$ cat src/rtl/uart_byte_receiver.sv
// uart_byte_receiver
//   8N1 asynchronous serial receiver feeding the program-upload RAM loader.
//   The line is double-flop synchronised, the start bit is verified at its
//   midpoint, and every following bit is sampled one bit time later.
// Ports
//   clk        : system clock, rising edge
//   reset      : synchronous, active-low
//   rx         : asynchronous serial input, idle high
//   dataOut    : last correctly framed byte, held until the next good frame
//   newData    : one-cycle strobe, dataOut has just been updated
//   framingErr : one-cycle strobe, stop bit was sampled low
//   busy       : high whenever the receiver is not idle
module uart_byte_receiver #(
  parameter int unsigned CLKS_PER_BIT = 434
) (
  input  logic       clk,
  input  logic       reset,
  input  logic       rx,
  output logic [7:0] dataOut,
  output logic       newData,
  output logic       framingErr,
  output logic       busy
);

  localparam int unsigned TW = $clog2(CLKS_PER_BIT);
  localparam logic [TW-1:0] HALF_LAST = TW'(CLKS_PER_BIT / 2 - 1);
  localparam logic [TW-1:0] BIT_LAST  = TW'(CLKS_PER_BIT - 1);

  typedef enum logic [2:0] {
    IDLE,
    START,
    DATA,
    STOP,
    BRK
  } state_t;

  state_t        state_q, state_d;
  logic          rx_meta_q, rx_s_q;
  logic [TW-1:0] tick_q, tick_d;
  logic [2:0]    bit_idx_q, bit_idx_d;
  logic [7:0]    shift_q, shift_d;
  logic [7:0]    data_out_q, data_out_d;
  logic          new_data_q, new_data_d;
  logic          framing_err_q, framing_err_d;

  always_ff @(posedge clk) begin
    if (!reset) begin
      state_q       <= IDLE;
      rx_meta_q     <= 1'b1;
      rx_s_q        <= 1'b1;
      tick_q        <= '0;
      bit_idx_q     <= '0;
      shift_q       <= '0;
      data_out_q    <= '0;
      new_data_q    <= 1'b0;
      framing_err_q <= 1'b0;
    end else begin
      state_q       <= state_d;
      rx_meta_q     <= rx;
      rx_s_q        <= rx_meta_q;
      tick_q        <= tick_d;
      bit_idx_q     <= bit_idx_d;
      shift_q       <= shift_d;
      data_out_q    <= data_out_d;
      new_data_q    <= new_data_d;
      framing_err_q <= framing_err_d;
    end
  end

  always_comb begin
    state_d       = state_q;
    tick_d        = tick_q + 1'b1;
    bit_idx_d     = bit_idx_q;
    shift_d       = shift_q;
    data_out_d    = data_out_q;
    new_data_d    = 1'b0;
    framing_err_d = 1'b0;

    unique case (state_q)
      IDLE: begin
        if (!rx_s_q) state_d = START;
      end
      START: begin
        if (tick_q == HALF_LAST) begin
          if (!rx_s_q) begin
            state_d   = DATA;
            bit_idx_d = '0;
          end else begin
            state_d = IDLE;
          end
        end
      end
      DATA: begin
        if (tick_q == BIT_LAST) begin
          // LSB arrives first: shift right so it ends up in bit 0.
          shift_d   = {rx_s_q, shift_q[7:1]};
          bit_idx_d = bit_idx_q + 3'd1;
          tick_d    = '0;
          if (bit_idx_q == 3'd7) state_d = STOP;
        end
      end
      STOP: begin
        if (tick_q == BIT_LAST) begin
          if (rx_s_q) begin
            data_out_d = shift_q;
            new_data_d = 1'b1;
            state_d    = IDLE;
          end else begin
            framing_err_d = 1'b1;
            state_d       = BRK;
          end
        end
      end
      BRK: begin
        if (rx_s_q) state_d = IDLE;
      end
      default: state_d = IDLE;
    endcase

    // The tick counter restarts on every state change so each state times
    // its own interval from zero.
    if (state_d != state_q) tick_d = '0;
  end

  assign dataOut    = data_out_q;
  assign newData    = new_data_q;
  assign framingErr = framing_err_q;
  assign busy       = (state_q != IDLE);

endmodule

$ cat config.mk
export PLATFORM = sky130hd
export DESIGN_NAME = uart_byte_receiver
export DESIGN_NICKNAME = d
export VERILOG_FILES = /design/src/rtl/uart_byte_receiver.sv
export SDC_FILE = /design/constraint.sdc
export NUM_CORES = 1
export LEC_CHECK = 0
export ABC_AREA = 1
export CORE_UTILIZATION = 55
export CTS_CLUSTER_DIAMETER = 200
export CTS_CLUSTER_SIZE = 25
export DETAILED_ROUTE_END_ITERATION = 6
export PLACE_DENSITY = 0.86
export SKIP_LAST_GASP = 1
export SYNTH_ARGS = -nofsm -noshare
export SYNTH_HDL_FRONTEND = slang
export SYNTH_SLANG_ARGS = --single-unit
$ cat constraint.sdc
create_clock -name clk -period 4.2 [get_ports clk]
set_input_delay 1.05 -clock clk [delete_from_list [all_inputs] [get_ports clk]]
set_output_delay 1.05 -clock clk [all_outputs]
set_load 0.01 [all_outputs]
==> results.yml, run 1 <==
timing:
  slew_headroom_pct: 62.0
  drv_slew: 0
  post-route-period-util_pct: 61.3
  worst_pin_slew_ns: 0.568
  hold_viol: 0
  clock.fmax_ghz: 0.388
  min_period_ns: 2.57
  rsz0062_at_grt: "false"
  fin_skew_ns: 0.00926
  setup_viol: 0
  fin_setup_tns_ns: 0
die:
  die_h_microns: 56.9
  io_pins: 14
  dieArea_sq_mm: 0.00324
  start_util_pct: 59.1
  rows: 19
  fp.dieW_microns: 56.9
  core_sq_mm: 0.00281
synthesis:
  yosysSeqAreaShare_pct: 42.2
  ys_types: 32
  synth-seq-cells: 35
  syn-cell-area_sq_mm: 0.00166
  yosysTopAreaCellShare_pct: 42.2
  syn_nets: 210
  synthTopCellsByArea: "dfxtp_1, o21ai_0, nand2_1"
  yosys_most_used_dff: "dfxtp_1"
  synth.largest_area_cell: "dfxtp_1"
  synthCells: 202
  synth_most_common_cell: "dfxtp_1"
  synth_edf_count: 0
  ys_async_sr_fraction_pct: 0
  synthTopCellsByCount: "dfxtp_1, nand2_1, o21ai_0"
  synth.avg_cell_area_sq_um: 8.21
  ys_warn_count: 0
routing:
  antenna_left: 0
  wl_per_cell_microns: 11.9
  drtPass1Iterations: 4
  vias: 1332
  viasPerCell: 5.33
  drtIter0Drc: 56
  routed_wl_mm: 2.97
  drc_errors: 0
critical_path:
  critPathBufInv: 2
  cp_slowest_cell: "clkdlybuf4s50_1"
  arrival_ns: 1.52
  crit_type: "reg2out"
  slowest_delay_ns: 0.54
  cpLargestDelayFamily: "buffers and inverters"
  start_kind: "flop"
  critical_path.endpoint_type: "primary output"
  worst-endpoint-required_ns: 3.15
  crit_fanout: 4
  crit_chain: "inv_2 -> nand3_1 -> clkdlybuf4s50_1"
cts:
  cts-hold-fix-buffers: 0
  clk_path_buf_depth: 2
  cts_tree: "built"
  clk_latency_ns: 0.34
  ctsResizeCount: 0
  cts-root-buf: "clkbuf_4"
  htree_levels: 2
  cts_setup_buffers: 0
  cts_num_sinks: 35
  clkSlewWorstSetupHoldPaths_ns: 0.11
  cts_buffers: 5
layout:
  nets: 226
  multiInputGateArea_sq_um: 830
  areaGrowthSynthToFinish_pct: 13.4
  fillCellCount: 228
  seq_area_sq_um: 701
  drive_gt1_share_pct: 21.5
  diodes: 0
  utilization_pct: 67.1
job:
  max_cap_violations: 0
place:
  place_congestion: 0.820
  dp_hpwl_mm: 2.17
  port_buffers: 13
global_routing:
  first_global_vias: 1228
  grt_max_degree: 21
  antenna_found_initial: 0
  overflow: 0
  grt_pass1_wl_mm: 5.26
  grt_usage_pct: 21.3
status:
  status: "finished clean"
pwr:
  ir_drop_mv: 0.240
  p_leak_nw: 0.782
  p_per_area_mw_per_mm2: 328
worst_hold_path:
  hold_class: "reg2reg"
cell type report:
cell class / count / area share (%)
multi-input combinational: 137 / 44.1
clock buffer: 5 / 1.99
sequential: 35 / 37.2
inverter: 26 / 5.39
timing repair buffer: 13 / 6.91
clock inverter: 3 / 2.33
tap: 31 / 2.06
sequential cells by signal, indices dropped and copies added (netlist names):
register and flops:
framingErr 1, shift_q 8, rx_meta_q 1, state_q 3, tick_q 9, newData 1
dataOut 8, rx_s_q 1, bit_idx_q 3
per-layer routing:
metal | routed length (microns) | part of all wire, % | vias up | global-route usage, %
met4 | 49 | 1.7 | 0 | 8.71
li1 | - | - | 687 | -
met3 | 152 | 5.1 | 6 | 6.91
met5 | 0 | 0 | - | 0
met2 | 1360 | 46 | 33 | 32.4
met1 | 1400 | 47 | 606 | 27.7
kinds of logic (layout without fill, tap and decap cells):
logic type	after synthesis	in the layout	synth area share, %
compound gates	46	46	15.2
xor+xnor	7	7	3.70
fa+ha+maj	5	5	3.77
buf+inv	30	47	7.77
flops	35	35	42.2
simple gates	79	79	27.3
where the power goes:
part	internal, mW	switching [mW]	total, mW
combinational	0.0119	0.0210	0.0329
sequential	0.336	0.00415	0.340
clock	0.125	0.119	0.245
total	0.473	0.144	0.618
worst reg2reg max path, stage by stage (launching register included):
cell and delay (ns):
dfxtp_1 0.36, inv_1 0.07, ha_1 0.20, inv_1 0.07, nor2_1 0.04, nand2_1 0.16, nor2_8 0.06, nand2_2 0.10
inv_4 0.07, nor2_2 0.20, inv_2 0.06, o21ai_1 0.13, nor2_1 0.06
path summary, 6_finish.rpt:
check             start            to  cells past startpoint  slack (ns)
min           rx_meta_q        rx_s_q                      1        0.44
max reg2reg   tick_q[1]  bit_idx_q[0]                     12        2.53
max          state_q[2]          busy                      3        1.63
min reg2reg   rx_meta_q        rx_s_q                      1        0.44
metrics by stage:
stage | instances | cell area, sq um | hold WS [ns] | total power, mW | setup WS (ns)
finish | 250 | 1880 | 0.439 | 0.618 | 1.63
detailed placement | 242 | 1800 | 0.414 | 0.381 | 1.59
floorplan | 202 | 1660 | 0.393 | 0.373 | 2.42
global route | 250 | 1880 | 0.459 | 0.643 | 1.52
CTS | 250 | 1880 | 0.440 | 0.619 | 1.62
global placement | 242 | 1800 | 0.398 | 0.380 | 1.65
placed cells by master (no fill, tap or decap), types with 4 or more instances in the layout:
master	count
ha_1	5
xor2_1	6
nor2_2	12
o21ai_0	18
nor2_1	14
clkdlybuf4s50_1	13
nand3_1	8
a21oi_1	15
inv_2	7
nor3_1	8
nand2_1	21
dfxtp_1	35
clkbuf_4	5
o21ai_1	5
nand2_2	4
inv_1	16
No activity file was read; power rests on OpenSTA's default activity.
==> inputs of run 2 (changes only) <==
--- a/config.mk
+++ b/config.mk
@@ -6,11 +6,11 @@
 export NUM_CORES = 1
 export LEC_CHECK = 0
 export ABC_AREA = 1
-export CORE_UTILIZATION = 55
+export CORE_UTILIZATION = 51
 export CTS_CLUSTER_DIAMETER = 200
 export CTS_CLUSTER_SIZE = 25
 export DETAILED_ROUTE_END_ITERATION = 6
-export PLACE_DENSITY = 0.86
+export PLACE_DENSITY = 0.84
 export SKIP_LAST_GASP = 1
 export SYNTH_ARGS = -nofsm -noshare
 export SYNTH_HDL_FRONTEND = slang
==> constraint.sdc (replaced) <==
create_clock -name clk -period 2.2 [get_ports clk]
set_input_delay 0.55 -clock clk [delete_from_list [all_inputs] [get_ports clk]]
set_output_delay 0.55 -clock clk [all_outputs]
set_load 0.01 [all_outputs]
==> results.yml, run 2 (synthesized netlist as in run 1, its figures left out) <==
place:
  dp_hpwl_mm: 2.27
  place_congestion: 0.893
  port_buffers: 13
  placedCellCount: 256
  post-place-ws_ns: 0.493
timing:
  post-route-period-util_pct: 95.2
  fin_skew_ns: 0.0132
  min_period_ns: 2.09
  setup_viol: 0
  clock.fmax_ghz: 0.477
  drv_slew: 0
  fin_setup_tns_ns: 0
  slew_headroom_pct: 77.0
  worst_pin_slew_ns: 0.345
  hold_viol: 0
  rsz0062_at_grt: "false"
  finalWorstSetupSlack_ns: 0.105
worst_hold_path:
  hold_class: "reg2reg"
  min_path_cells: 1
  whs_endpoint: "rx_s_q"
  min-delay-start: "rx_meta_q"
routing:
  drc_errors: 0
  drtPass1Iterations: 4
  vias: 1329
  routed_wl_mm: 3.15
  viasPerCell: 5.03
  drtIter0Drc: 82
  wl_per_cell_microns: 11.9
  antenna_left: 0
cts:
  cts_buffers: 5
  cts_num_sinks: 35
  cts-hold-fix-buffers: 0
  ctsResizeCount: 0
  cts_setup_buffers: 0
  clk_latency_ns: 0.35
  cts-root-buf: "clkbuf_4"
  clkSlewWorstSetupHoldPaths_ns: 0.10
  cts_tree: "built"
  clk_path_buf_depth: 2
  htree_levels: 2
critical_path:
  r2r_end: "tick_q[8]"
  crit_type: "reg2out"
  critical_path.endpoint_type: "primary output"
  cp_slowest_cell: "clkdlybuf4s50_1"
  slowest_delay_ns: 0.54
  crit_fanout: 4
  arrival_ns: 1.54
  reg2reg_slack_ns: 0.54
  worst-endpoint-required_ns: 1.65
  start_kind: "flop"
  crit_chain: "inv_1 -> nand3_1 -> clkdlybuf4s50_1"
  r2r_start: "tick_q[1]"
  reg2reg_depth: 11
die:
  start_util_pct: 53.9
  fp.dieW_microns: 59.0
  io_pins: 14
  die_h_microns: 59.0
  dieArea_sq_mm: 0.00349
  core_sq_mm: 0.00308
  rows: 20
global_routing:
  grt_usage_pct: 21.1
  grt_max_degree: 17
  first_global_vias: 1290
  overflow: 0
  grt_pass1_wl_mm: 5.40
  antenna_found_initial: 0
layout:
  drive_gt1_share_pct: 21.8
  largest_register: "tick_q"
  mostFrequentLayoutCells: "dfxtp_1, nand2_1, o21ai_0"
  utilization_pct: 62.7
  nets: 227
  diodes: 0
  fin_cells: 264
  largest_register_ffs: 9
  areaGrowthSynthToFinish_pct: 16.3
  final_common_cell: "dfxtp_1"
pwr:
  ir_drop_mv: 0.375
  p_per_area_mw_per_mm2: 672
  p_leak_nw: 0.793
status:
  status: "finished clean"
job:
  max_cap_violations: 0
## run 2: cell types whose count changed in the layout (fill, tap and decap cells not counted)
| cell | previous run | this run |
|---|---|---|
| clkinvlp_4 | 0 | 1 |
| bufinv_16 | 1 | 2 |
| clkinv_2 | 2 | 1 |
| clkinv_4 | 1 | 0 |
| buf_4 | 0 | 1 |
## run 2: power breakdown
| group | leakage, nW | internal [mW] | switching, mW |
|---|---|---|---|
| sequential | 0.283 | 0.641 | 0.00851 |
| clock | 0.0514 | 0.353 | 0.227 |
| combinational | 0.458 | 0.0240 | 0.0422 |
| total | 0.793 | 1.02 | 0.277 |
## run 2: layout make-up
| class | instances | area [sq um] |
|---|---|---|
| inverters | 26 | 101 |
| well taps | 44 | 55.1 |
| clock inverters | 3 | 67.6 |
| clock buffers | 5 | 37.5 |
| repair buffers | 14 | 138 |
| fillers | 260 | 1150 |
| multi-input cells | 137 | 830 |
| flip-flops and latches | 35 | 701 |
## run 2: worst max path at each step
stage | start | cells after the start | end | slack [ns]
2_1_floorplan | tick_q[1] | 12 | bit_idx_q[0] | 0.74
3_3_place_gp | state_q[2] | 3 | busy | 0.52
3_5_place_dp | reset | 7 | tick_q[8] | 0.49
4_1_cts | state_q[2] | 3 | busy | 0.11
5_1_grt | state_q[0] | 3 | busy | 0.03
6_report | state_q[0] | 3 | busy | 0.11
## run 2: routing by layer
layer / global-route usage (%) / wire length, microns / up-vias
met5: 0 / 0 / -
met4: 12.9 / 63 / 0
met3: 6.55 / 100 / 5
met2: 33.3 / 1460 / 19
met1: 25.0 / 1520 / 613
li1: - / - / 692
## run 2: critical path: cells and delay by family, from the launching register on
kind / cells / cell delay, ns
and+or+nand+nor: 1 / 0.11
buffers and inverters: 2 / 0.66
DFF: 1 / 0.44
## run 2: through the flow
| step | total power, mW | hold slack, ns | area (sq um) |
|---|---|---|---|
| 5_1_grt | 1.34 | 0.454 | 1930 |
| 2_1_floorplan | 0.711 | 0.393 | 1660 |
| 6_report | 1.30 | 0.429 | 1930 |
| 4_1_cts | 1.30 | 0.431 | 1930 |
| 3_3_place_gp | 0.727 | 0.396 | 1820 |
| 3_5_place_dp | 0.729 | 0.405 | 1820 |
==> inputs of run 3 (changes only) <==
==> constraint.sdc (replaced) <==
create_clock -name clk -period 1.9 [get_ports clk]
set_input_delay 0.475 -clock clk [delete_from_list [all_inputs] [get_ports clk]]
set_output_delay 0.475 -clock clk [all_outputs]
set_load 0.01 [all_outputs]
==> results.yml, run 3 (synthesized netlist as in run 1, its figures left out) <==
pwr:
  p_seq_share_pct: 62.5
  p_leak_nw: 0.795
  switching_share_pct: 24.6
  p_per_area_mw_per_mm2: 637
  p_clk_share_pct: 31.4
  p_int_uw: 906
  combPwrFrac_pct: 6.1
  ir_drop_mv: 0.443
  p_switching_uw: 296
layout:
  multiInputGateArea_sq_um: 830
  seq_area_sq_um: 707
  drive_gt1_share_pct: 23.2
  largest_register: "tick_q"
  nets: 227
  diodes: 0
  fillCellCount: 259
  areaGrowthSynthToFinish_pct: 13.7
  largest_register_ffs: 9
  stdcell_area_sq_mm: 0.00189
  mostFrequentLayoutCells: "dfxtp_1, nand2_1, o21ai_0"
  final_common_cell: "dfxtp_1"
timing:
  worst_pin_slew_ns: 0.358
  fin_setup_tns_ns: 0
  slew_headroom_pct: 76.1
  rsz0062_at_grt: "false"
  fin_skew_ns: 0.00923
  setup_viol: 0
  post-route-period-util_pct: 89.2
  drv_slew: 0
  clock.fmax_ghz: 0.590
  hold_viol: 0
  min_period_ns: 1.69
place:
  placed_area_sq_mm: 0.00182
  place_congestion: 0.897
  dp_hpwl_mm: 2.22
  port_buffers: 13
critical_path:
  cp_slowest_cell: "clkdlybuf4s50_1"
  cpLargestDelayFamily: "buffers and inverters"
  critical_path.endpoint_type: "primary output"
  crit_fanout: 2
  crit_chain: "clkdlybuf4s50_1"
  reg2reg_slack_ns: 0.22
  reg2reg_depth: 10
  worst-endpoint-required_ns: 1.42
  start_kind: "flop"
  critPathBufInv: 1
  crit_type: "reg2out"
  arrival_ns: 1.22
  slowest_delay_ns: 0.55
  r2r_start: "tick_q[0]"
  r2r_end: "tick_q[7]"
  path_depth: 1
worst_hold_path:
  min-delay-start: "rx_meta_q"
  hold_class: "reg2reg"
  whs_endpoint: "rx_s_q"
  min_path_cells: 1
cts:
  cts_num_sinks: 35
  cts_buffers: 5
  ctsResizeCount: 4
  clk_path_buf_depth: 2
  cts-hold-fix-buffers: 0
  clkSlewWorstSetupHoldPaths_ns: 0.10
  htree_levels: 2
  clk_latency_ns: 0.33
  cts-root-buf: "clkbuf_4"
  cts_setup_buffers: 0
  cts_tree: "built"
routing:
  routed_wl_mm: 3.05
  wl_met2_mm: 1.49
  wl_met1_mm: 1.41
  drc_errors: 0
  highest_layer: "met4"
  viasPerCell: 5.11
  antenna_left: 0
  vias: 1349
  met3WireLength_microns: 106
  drtPass1Iterations: 5
  wl_per_cell_microns: 11.5
  drtIter0Drc: 90
global_routing:
  first_global_vias: 1187
  grt_usage_pct: 20.0
  antenna_found_initial: 0
  grt_max_degree: 17
  overflow: 0
  grt_pass1_wl_mm: 5.21
die:
  fp.dieW_microns: 59.0
  dieArea_sq_mm: 0.00349
  core_sq_mm: 0.00308
  rows: 20
  die_h_microns: 59.0
  io_pins: 14
  start_util_pct: 53.9
job:
  max_cap_violations: 0
status:
  status: "finished clean"
## run 3: final cells by class
type,instances,area share (%)
inverter,26,5.37
multi-input combinational,137,44.0
timing repair buffer,14,7.43
tap,44,2.92
sequential,35,37.5
clock buffer,5,1.99
clock inverter,3,0.796
## run 3: worst reg2reg max path, cell delays in order (launching register included)
cell	delay (ns)
dfxtp_1	0.42
ha_1	0.19
inv_1	0.06
nor2_1	0.11
nand2_1	0.14
nor2_8	0.14
nand3_1	0.11
nand4_1	0.11
nand2_1	0.09
nand2_4	0.16
nor2_2	0.04
## run 3: routing by layer
metal  up-vias  GRT usage, %
met2        20          32.3
met5         -             0
li1        692             -
met3         4          5.24
met4         0          7.48
met1       633          25.7
## run 3: how the worst max path moves through the flow
stage	from	endpoint	slack (ns)
after detailed placement	tick_q[0]	dataOut[4]	0.23
after global routing	tick_q[0]	dataOut[1]	0.01
after CTS	state_q[2]	busy	0.004
final	dataOut[7]	dataOut[7]	0.21
after floorplan	tick_q[1]	bit_idx_q[0]	0.44
after global placement	tick_q[0]	tick_q[2]	0.28
## run 3: power groups by stage
stage,combinational [mW],clock (mW),sequential (mW)
global route,0.0843,0.418,0.753
CTS,0.0749,0.393,0.751
floorplan,0.0585,0,0.765
finish,0.0737,0.377,0.751
detailed placement,0.0749,0,0.769
global placement,0.0739,0,0.768
## run 3: metrics by stage
step / instances / total power [mW] / setup WS, ns / hold WS (ns) / util [%]
global route: 264 / 1.26 / 0.0131 / 0.448 / 61.3
global placement: 256 / 0.842 / 0.282 / 0.398 / 59.3
floorplan: 202 / 0.823 / 0.438 / 0.393 / -
finish: 264 / 1.20 / 0.206 / 0.424 / 61.3
CTS: 264 / 1.22 / 0.00359 / 0.431 / 61.2
detailed placement: 256 / 0.844 / 0.225 / 0.407 / 59.3
